**config.mk**
```make
export PLATFORM = sky130hd
export DESIGN_NAME = if_id_queue_flat
export DESIGN_NICKNAME = d
export VERILOG_FILES = /design/src/rtl/if_id_queue_if.sv /design/src/rtl/if_id_queue.sv /design/src/flat_wrapper.sv
export SDC_FILE = /design/constraint.sdc
export NUM_CORES = 1
export LEC_CHECK = 0
export CAP_MARGIN = 10
export CORE_ASPECT_RATIO = 0.8
export CORE_UTILIZATION = 41
export DETAILED_ROUTE_END_ITERATION = 8
export PLACE_DENSITY = 0.67
export SYNTH_ARGS = -nofsm -noshare
export SYNTH_HDL_FRONTEND = slang
export SYNTH_SLANG_ARGS = --single-unit
```
**constraint.sdc**
```tcl
create_clock -name clk -period 2.35 [get_ports clk]
set_input_delay 0.705 -clock clk [delete_from_list [all_inputs] [get_ports clk]]
set_output_delay 0.705 -clock clk [all_outputs]
set_load 0.05 [all_outputs]
```
**src/rtl/if_id_queue_if.sv**
```systemverilog
// IF/ID queue bundle: fetch-side push, decode-side pop, flush and occupancy.
// master = pipeline environment driving the queue, slave = the queue itself.
// Optional perf outputs exist only when IF_ID_PERF_EN is defined.
interface if_id_queue_if #(
  parameter int IW_W  = 16,
  parameter int PC_W  = 16,
  parameter int DEPTH = 2
);
  localparam int CNT_W = $clog2(DEPTH) + 1;

  logic             flush;
  logic             in_valid;
  logic [IW_W-1:0]  in_iw;
  logic [PC_W-1:0]  in_pc;
  logic             in_ready;
  logic             out_valid;
  logic [IW_W-1:0]  out_iw;
  logic [PC_W-1:0]  out_pc;
  logic             out_ready;
  logic [CNT_W-1:0] count;
`ifdef IF_ID_PERF_EN
  logic [31:0]      stall_cycles;
  logic [31:0]      bubble_cycles;

  modport master (
    output flush, in_valid, in_iw, in_pc, out_ready,
    input  in_ready, out_valid, out_iw, out_pc, count, stall_cycles, bubble_cycles
  );
  modport slave (
    input  flush, in_valid, in_iw, in_pc, out_ready,
    output in_ready, out_valid, out_iw, out_pc, count, stall_cycles, bubble_cycles
  );
`else
  modport master (
    output flush, in_valid, in_iw, in_pc, out_ready,
    input  in_ready, out_valid, out_iw, out_pc, count
  );
  modport slave (
    input  flush, in_valid, in_iw, in_pc, out_ready,
    output in_ready, out_valid, out_iw, out_pc, count
  );
`endif
endinterface

```
**src/rtl/if_id_queue.sv**
```systemverilog
// IF/ID instruction queue: DEPTH-entry circular buffer between fetch and decode, NOP toward decode when empty.
// Latency: one falling edge from push to visibility at the head; no same-cycle bypass.
// Backpressure: in_ready depends on occupancy only (full refuses a push even with a coincident pop).
// Optional macro IF_ID_PERF_EN adds saturating stall_cycles / bubble_cycles counters.
module if_id_queue #(
  parameter int              IW_W   = 16,
  parameter int              PC_W   = 16,
  parameter int              DEPTH  = 2,
  parameter logic [IW_W-1:0] NOP_IW = IW_W'(16'hfffe)
) (
  input  logic          clk,
  input  logic          resetn,
  if_id_queue_if.slave  bus
);
  localparam int PTR_W = $clog2(DEPTH);
  localparam int CNT_W = $clog2(DEPTH) + 1;

  typedef struct packed {
    logic [IW_W-1:0] iw;
    logic [PC_W-1:0] pc;
  } entry_t;

  entry_t           r_mem [DEPTH];
  logic [PTR_W-1:0] r_wp;
  logic [PTR_W-1:0] r_rp;
  logic [CNT_W-1:0] r_count;
  logic [PC_W-1:0]  r_last_pc;

  logic   w_full;
  logic   w_empty;
  logic   w_push;
  logic   w_pop;
  entry_t w_head;

  assign w_full  = (r_count == CNT_W'(DEPTH));
  assign w_empty = (r_count == '0);
  assign w_head  = r_mem[r_rp];
  assign w_push  = bus.in_valid & ~w_full;
  assign w_pop   = ~w_empty & bus.out_ready;

  assign bus.in_ready  = ~w_full;
  assign bus.out_valid = ~w_empty;
  assign bus.out_iw    = w_empty ? NOP_IW : w_head.iw;
  assign bus.out_pc    = w_empty ? r_last_pc : w_head.pc;
  assign bus.count     = r_count;

  // Storage write; contents are don't-care after reset/flush, so no reset here.
  always_ff @(negedge clk) begin
    if (w_push) begin
      r_mem[r_wp] <= '{iw: bus.in_iw, pc: bus.in_pc};
    end
  end

  // Pointers and occupancy: reset beats flush, flush discards any same-cycle push/pop.
  always_ff @(negedge clk) begin
    if (!resetn) begin
      r_wp    <= '0;
      r_rp    <= '0;
      r_count <= '0;
    end else if (bus.flush) begin
      r_wp    <= '0;
      r_rp    <= '0;
      r_count <= '0;
    end else begin
      if (w_push) r_wp <= r_wp + PTR_W'(1);
      if (w_pop)  r_rp <= r_rp + PTR_W'(1);
      case ({w_push, w_pop})
        2'b10:   r_count <= r_count + CNT_W'(1);
        2'b01:   r_count <= r_count - CNT_W'(1);
        default: r_count <= r_count;
      endcase
    end
  end

  // Remember the PC of the last popped entry, even when the pop coincides with a flush.
  always_ff @(negedge clk) begin
    if (!resetn) begin
      r_last_pc <= '0;
    end else if (w_pop) begin
      r_last_pc <= w_head.pc;
    end
  end

`ifdef IF_ID_PERF_EN
  logic [31:0] r_stall_cycles;
  logic [31:0] r_bubble_cycles;

  assign bus.stall_cycles  = r_stall_cycles;
  assign bus.bubble_cycles = r_bubble_cycles;

  // Saturating counters of decode stalls and empty-queue bubbles; flush does not clear them.
  always_ff @(negedge clk) begin
    if (!resetn) begin
      r_stall_cycles  <= '0;
      r_bubble_cycles <= '0;
    end else begin
      if (~w_empty & ~bus.out_ready & (r_stall_cycles != '1)) begin
        r_stall_cycles <= r_stall_cycles + 32'd1;
      end
      if (w_empty & ~bus.flush & (r_bubble_cycles != '1)) begin
        r_bubble_cycles <= r_bubble_cycles + 32'd1;
      end
    end
  end
`endif
endmodule

```
**src/flat_wrapper.sv**
```systemverilog
// flat-port wrapper written by rule: the top's interface ports become plain ports
module if_id_queue_flat 
#(
  parameter int              IW_W   = 16,
  parameter int              PC_W   = 16,
  parameter int              DEPTH  = 2,
  parameter logic [IW_W-1:0] NOP_IW = IW_W'(16'hfffe)
)
  (clk, resetn, bus_flush, bus_in_valid, bus_in_iw, bus_in_pc, bus_out_ready, bus_in_ready, bus_out_valid, bus_out_iw, bus_out_pc, bus_count);
  if_id_queue_if #(.IW_W(IW_W), .PC_W(PC_W), .DEPTH(DEPTH)) bus_i ();
  input  logic clk;
  input  logic resetn;
  input wire logic [$bits(bus_i.flush)-1:0] bus_flush;
  input wire logic [$bits(bus_i.in_valid)-1:0] bus_in_valid;
  input wire logic [$bits(bus_i.in_iw)-1:0] bus_in_iw;
  input wire logic [$bits(bus_i.in_pc)-1:0] bus_in_pc;
  input wire logic [$bits(bus_i.out_ready)-1:0] bus_out_ready;
  output wire logic [$bits(bus_i.in_ready)-1:0] bus_in_ready;
  output wire logic [$bits(bus_i.out_valid)-1:0] bus_out_valid;
  output wire logic [$bits(bus_i.out_iw)-1:0] bus_out_iw;
  output wire logic [$bits(bus_i.out_pc)-1:0] bus_out_pc;
  output wire logic [$bits(bus_i.count)-1:0] bus_count;
  assign bus_i.flush = bus_flush;
  assign bus_i.in_valid = bus_in_valid;
  assign bus_i.in_iw = bus_in_iw;
  assign bus_i.in_pc = bus_in_pc;
  assign bus_i.out_ready = bus_out_ready;
  assign bus_in_ready = bus_i.in_ready;
  assign bus_out_valid = bus_i.out_valid;
  assign bus_out_iw = bus_i.out_iw;
  assign bus_out_pc = bus_i.out_pc;
  assign bus_count = bus_i.count;
  if_id_queue #(.IW_W(IW_W), .PC_W(PC_W), .DEPTH(DEPTH), .NOP_IW(NOP_IW)) u_core (.clk(clk), .resetn(resetn), .bus(bus_i));
endmodule
```
After elaboration in Yosys (flattened, before gate mapping)
Memories as Yosys holds them, arrays and structs flattened. A register that Yosys moved wholly into a read port is not among the register bits.
Cells that the tools add are included.
{"block": "op_classes", "add_sub_neg": 4, "n_eq_ne": 3, "mux": 7, "bitwise_logic": 5, "reduce_logical": 3}
{"operator": "2-to-1 mux 16 bit", "n": 2}
{"operator": "== test 2 bit (second input constant)", "n": 2}
{"operator": "2-to-1 mux 1 bit", "n": 4}
{"operator": "one-hot mux 2 bit (2 select lines)", "n": 1}
{"operator": "NOT 1 bit", "n": 3}
{"operator": "adder 1 bit (second input constant)", "n": 2}
{"operator": "adder 2 x 1 -> 2 bit (second input constant)", "n": 1}
{"operator": "bitwise AND 1 bit", "n": 2}
{"operator": "== test 2 x 1 -> 1 bit (second input constant)", "n": 1}
{"operator": "zero test 2 bit", "n": 1}
{"operator": "nonzero test 2 bit", "n": 1}
{"operator": "OR reduction 2 bit", "n": 1}
{"operator": "subtractor 2 x 1 -> 2 bit (second input constant)", "n": 1}
{"block": "word_totals", "regBits": 20, "ramBits": 64, "inputBits": 37, "out_inout_bits": 36, "n_memories": 1}
{"memory": "u_core.r_mem", "words": 2, "word_bits": 32, "rd": 1, "rd_clocked_by_memory_dff": 1, "write_ports": 1, "line": "if_id_queue.sv:23", "text": "entry_t r_mem [DEPTH];"}

Longest topological paths before layout
Gate-level depths: netlist of run 1.
{"block": "depth", "depth_word": 5, "ltp_mapped": 7, "depth_no_buf": 6}

==> impl_results.md, run 1 <==
* Synth cell types at 22
* Die Span Y at a little over 80 microns
* CTS root buffer: clkbuf_8
* Setup violations, final at between 60 and 70
* Yosys top cell by area: edfxtp_1
* Hpwl dp at approximately 4.8 mm
* Worst-Skew Late Latency at between 0.4 and 0.5 ns
* Avg WL per Cell at around 16 microns
* Most frequent cell after synthesis: edfxtp_1
* CP Max Fanout at 9
* Layout Skew at ~0.025 ns
* Clock Sinks at 85
* Kind of critical path: reg2out
* VDD IR max at between 0.0006 and 0.0007 V
* CTS H-tree depth at 3
* Hold buffer count at cts at 0
* Critical path required time at around 1.6 ns
* Startpoint types: register
* Final hold viol count at 0
* Largest net degree at the start of global routing at 34
* FP Rows at 28
* Starting Density at around 44%
* Avg Inst Size Synth at 14.2 sq um
* First-pass GRT wire length at about 12 mm
* Final net count at between 400 and 500
* Syn. warnings at 0
* Synth Flop Type: edfxtp_1
* All-Layer GR Usage at roughly a fifth
* Post-Route Setup TNS at -39.40 ns
* Max Cap Violations at 0
* Max Root-Sink Buffers at 2
* Setup crit end kind: primary output
* Status: finished with violations
* Fin. max-slew vios at 0
* Area share of the largest cell type after synthesis at 57.9%
* Synth Register Bits at 85
* ANT nets after route at 0
* Syn_nets at between 200 and 300
* Port-buffer cells at 72
* Placeable Area at about 7600 sq um
* Mapped Cells at between 200 and 250
* Initial drt markers at 100
* CTS tree: built
* Total CTS buffers at 9
* Vias at ~2700
* Worst path arrival time at between 2 and 3 ns
* Routability cong. at 0.687
* Die X-Extent at 103 microns
* Power Density at approximately 740 nW/um^2
* DRC at 0
* GRT overflow at 0
* IO Pins at 73
* Synth cell count leaders: edfxtp_1, mux2i_1, nand2_1
* Min-delay worst type: reg2reg
* RSZ-0062 raised after global routing: yes
* Final Power at 0.00466 W
* Failing checks: setup timing
* Vias/cell at just under 5
* Post-synth EDFFs at 64
* Fill cell count at a little under 400
* Vias in the first global route at between 2000 and 3000
* Routed wire length at around 9 mm
* Sequential area share after synthesis at between 70% and 80%
* Min setup slack post-route at -1.13 ns
* Max-slew headroom at 82.3%
* Mapped Area at around 3300 sq um
* Drt pass-1 iters at 4
* Slew @ Worst Pin at between 0.2 and 0.3 ns
* Initial antenna violation count at 0
* Post-synth ARST share at 0%
* CP Cell Sequence: buf_8 > mux2i_1 > buf_4 > a21oi_4 > buf_12
* Clk pin slew, worst setup/hold paths at 0.05 ns
* Static leakage at about 2.8 nW
* Max stage delay cell, worst path: dfxtp_4
* Syn-to-layout area delta at 88.9%
* Total die area at approximately 8500 sq um
* Synth area leaders: edfxtp_1, dfxtp_1, mux2i_1
* Share of cells above drive strength 1 at 43.7%
* Crit-path max cell delay at around 0.39 ns
* Antenna diodes at 0
-- per-stage QoR --
stage / hold slack (ns) / utilization (%) / std cells / instance area, sq um / worst slack [ns]
after CTS: 0.522 / 79.3 / 545 / 6030 / -1.08
after detailed placement: 0.487 / 67.6 / 437 / 5140 / -0.960
after floorplan: 0.472 / - / 234 / 3770 / -0.728
after global placement: 0.479 / 67.6 / 437 / 5140 / -0.937
final: 0.547 / 82.6 / 554 / 6280 / -1.13
after global routing: 0.568 / 82.6 / 554 / 6280 / -1.19
-- worst max-delay path, delay by kind of cell, from the launching register on --
| family | cells | cell delay (ns) |
|---|---|---|
| DFF | 1 | 0.39 |
| muxes | 1 | 0.24 |
| buffers and inverters | 3 | 0.49 |
| AOI/OAI and AO/OA | 1 | 0.06 |
-- final timing paths --
kind                                         start                          endpoint  slack, ns  cells after the start
setup / recovery                          register                     bus_out_pc[3]      -1.13                      5
hold / removal    u_core.r_last_pc[7]$_SDFFE_NN0P_  u_core.r_last_pc[7]$_SDFFE_NN0P_       0.55                      1
setup reg to reg  u_core.bus.count[0]$_SDFFE_NP0P_  u_core.bus.count[1]$_SDFFE_NP0P_       0.62                      8
hold reg to reg   u_core.r_last_pc[7]$_SDFFE_NN0P_  u_core.r_last_pc[7]$_SDFFE_NN0P_       0.55                      1
-- area by class of cell --
cell class	instances	area, sq um	share of cell area (%)
multi-input cells	131	1430	22.7
repair buffers	130	1780	28.4
clock buffers	9	124	1.97
inverters	2	16.3	0.259
well taps	105	131	2.09
clock inverters	92	440	7.02
flip-flops and latches	85	2350	37.5
-- cell families after synthesis --
kind of cell    count (synthesis)  share of synthesized area [%]
flops                          85                           70.5
xor+xnor                        3                          0.791
fa+ha+maj                       1                          0.377
simple gates                   58                           6.97
mux                            32                           9.64
buf+inv                        18                           3.50
compound gates                 37                           8.21
-- flip-flops by register name (all words and copies together) (netlist names), named ones only --
| register | count |
|---|---|
| u_core.r_wp | 1 |
| u_core.r_rp | 1 |
| u_core.bus.count | 2 |
| u_core.r_mem | 64 |
| u_core.r_last_pc | 16 |
-- placed cells by master, fill, tap and decap left out, drive strengths merged, types with 2 or more instances in the layout --
cell type and n:
inv 87, clkdlybuf4s50 33, nor2 21, mux2i 32
xnor2 2, nand2 32, buf 91, clkbuf 14
nand2b 2, dfxtp 21, bufinv 3, clkinvlp 2
edfxtp 64, o211a 16, a21oi 18, clkinv 2
-- layer usage --
metal | part of all wire, % | GRT usage [%]
met2 | 51 | 33.3
met1 | 41 | 21.6
met4 | 2.5 | 13.4
met5 | 0 | 0
met3 | 5.6 | 9.01
-- report_power, final --
part           internal, W  switching (W)  leakage [nW]
combinational     0.000533       0.000544          1.43
sequential         0.00170      0.0000414         0.773
clock             0.000903       0.000941         0.575
-- what timing repair did --
action	4_1_cts	5_1_grt
buffers inserted	7	7
gates resized for setup	71	39
cloned	2	6
pin swaps	7	16
endpoints found under the setup margin	121	63
Power figures use the tool's default switching activity.
==> run 2: changes to the inputs <==
==> constraint.sdc (replaced) <==
create_clock -name clk -period 2.35 [get_ports clk]
set_input_delay 0.5875 -clock clk [delete_from_list [all_inputs] [get_ports clk]]
set_output_delay 0.5875 -clock clk [all_outputs]
set_load 0.05 [all_outputs]
==> impl_results.md, run 2 (same netlist as run 1, synthesis figures left out) <==
* Status: finished with violations
* Failing checks: setup timing
* Fin. max-slew vios at 0
* Most used routing layer: met2
* Hold Path Sink: u_core.r_last_pc[8]$_SDFFE_NN0P_
* Starting Density at ~44%
* Crit-path max cell delay at between 0.3 and 0.4 ns
* Port-buffer cells at 72
* Crit Reg-Reg Startpoint: u_core.bus.count[0]$_SDFFE_NP0P_
* Worst-Skew Late Latency at 0.41 ns
* CP delay by family, top: buffers and inverters
* Max Cap Violations at 0
* R2R setup slack at about 0.43 ns
* First-pass GRT wire length at 11.6 mm
* Share of cells above drive strength 1 at approximately 41%
* R2R cell count at 9
* Max Root-Sink Buffers at 2
* Commonest non-fill, non-tap cells in the layout: inv_1, edfxtp_1, buf_12, clkdlybuf4s50_1, buf_4
* Clock Sinks at 85
* Avg WL per Cell at about 15 microns
* Die Span Y at between 80 and 90 microns
* Critical Path Stages at 5
* CTS root buffer: clkbuf_8
* CP Cell Sequence: buf_12 > mux2i_2 > buf_4 > a21oi_4 > buf_12
* Fill cell count at 454
* Crit path buf inv count at 3
* Max stage delay cell, worst path: dfxtp_4
* Syn-to-layout area delta at 83.1%
* Seq pwr share at about two fifths
* Final hold viol count at 0
* Max-slew headroom at ~77%
* Kind of critical path: reg2out
* Antenna diodes at 0
* DRC at 0
* RSZ-0062 raised after global routing: yes
* Post-place instance area at about 5100 sq um
* Drt pass-1 iters at 4
* GR Util met3 at about 8.3%
* HP Start: u_core.r_last_pc[8]$_SDFFE_NN0P_
* Clk pin slew, worst setup/hold paths at around 0.040 ns
* Vias at approximately 2600
* Global-route met1 utilization at between 20 and 25%
* FP Rows at 28
* Power Density at slightly above 700 nW/um^2
* Placeable Area at between 7000 and 8000 sq um
* Total CTS buffers at 9
* Final net count at 469
* Startpoint types: register
* Cell mode on critical path: buf_12
* Die X-Extent at 103 microns
* Min-delay worst type: reg2reg
* Worst r2r dst: u_core.bus.count[1]$_SDFFE_NP0P_
* Routed wire length at around 7.9 mm
* Initial antenna violation count at 0
* Most common cell after layout, fill and taps aside: inv_1
* Final Power at ~0.0043 W
* Initial drt markers at 56
* CTS H-tree depth at 3
* Combinational Power Share at between 20% and 30%
* Reg with most FFs: u_core.r_mem
* Total die area at around 8500 sq um
* Setup crit end kind: primary output
* Hold buffer count at cts at 0
* GR Util met2 at 30.9%
* CTS tree: built
* Min setup slack post-route at -0.962 ns
* Slew @ Worst Pin at 0.345 ns
* Vias/cell at between 4 and 5
* Largest net degree at the start of global routing at 34
* Routability cong. at slightly above 0.7
* Layout Skew at ~0.022 ns
* Net Sw Power at 0.00149 W
* Setup violations, final at 37
* Critical path required time at roughly 1.8 ns
* IO Pins at 73
* Hpwl dp at 4.79 mm
* Vias in the first global route at ~2700
* GRT overflow at 0
* Clock power share at roughly a third
* Post-Route Setup TNS at -32.87 ns
* CP Max Fanout at 11
* Worst path arrival time at roughly 2.7 ns
* All-Layer GR Usage at roughly a fifth
* ANT nets after route at 0
* Static leakage at 2.70 nW
* Cell area after layout at ~6100 sq um
* Max FFs per register at 64
* Switching part of the total at a little over a third
* Pint at 0.00280 W
* VDD IR max at 0.000417 V
* Worst hold stages at 1
-- run 2: cell types whose count changed in the layout (fill, tap and decap cells not counted), moves of 2 or more --
cell / change
bufinv_16: -3
nand2_2: -7
buf_8: -3
buf_6: -6
inv_6: +3
nand2_4: +7
mux2i_4: +7
clkbuf_16: -3
inv_4: +2
buf_12: -2
mux2i_1: +3
mux2i_2: -10
-- run 2: layout make-up --
type	instances	area [sq um]	share of cell area [%]
clock inverter	92	373	6.13
timing repair buffer	117	1580	26.0
tap	105	131	2.16
inverter	2	16.3	0.267
sequential	85	2350	38.7
clock buffer	9	124	2.04
multi-input combinational	131	1500	24.7
-- run 2: timing repair --
item,4_1_cts,5_1_grt
endpoints found under the setup margin,120,52
pin swaps,4,3
buffers inserted,4,2
cloned,0,2
gates resized for setup,59,38
-- run 2: metal layers --
metal	wire, microns	vias to the layer above	share of wire (%)
met2	4270	67	54
met1	3200	1230	40
met3	372	11	4.7
met5	0	-	0
li1	-	1252	-
met4	83	0	1.0
-- run 2: how the worst max path moves through the flow --
stage,start,endpoint
6_report,register,bus_out_pc[4]
5_1_grt,u_core.bus.count[0]$_SDFFE_NP0P_,bus_out_iw[4]
3_3_place_gp,bus_in_valid,u_core.bus.count[1]$_SDFFE_NP0P_
2_1_floorplan,u_core.bus.count[1]$_SDFFE_NP0P_,bus_out_pc[5]
4_1_cts,register,bus_out_pc[1]
3_5_place_dp,bus_in_valid,u_core.bus.count[1]$_SDFFE_NP0P_
-- run 2: power groups by stage --
stage | logic, W | clock network [W] | registers (W)
2_1_floorplan | 0.000499 | 0.000218 | 0.00175
3_3_place_gp | 0.000905 | 0.000218 | 0.00175
3_5_place_dp | 0.000918 | 0.000218 | 0.00175
4_1_cts | 0.000979 | 0.00154 | 0.00174
5_1_grt | 0.00108 | 0.00173 | 0.00175
6_report | 0.00104 | 0.00150 | 0.00174
-- run 2: metrics by stage --
step | setup WS, ns | hold slack, ns | utilization (%) | cells
floorplan | -0.610 | 0.472 | - | 234
global placement | -0.816 | 0.480 | 67.2 | 434
detailed placement | -0.912 | 0.487 | 67.2 | 434
CTS | -0.966 | 0.503 | 76.8 | 538
global route | -1.04 | 0.528 | 80.0 | 541
finish | -0.962 | 0.527 | 80.0 | 541
==> run 3: changes to the inputs <==
CTS_CLUSTER_DIAMETER = 100   (was unset)
==> results of run 3 <==
Same layout as run 2: the final DEF is identical, and so are final timing and power.
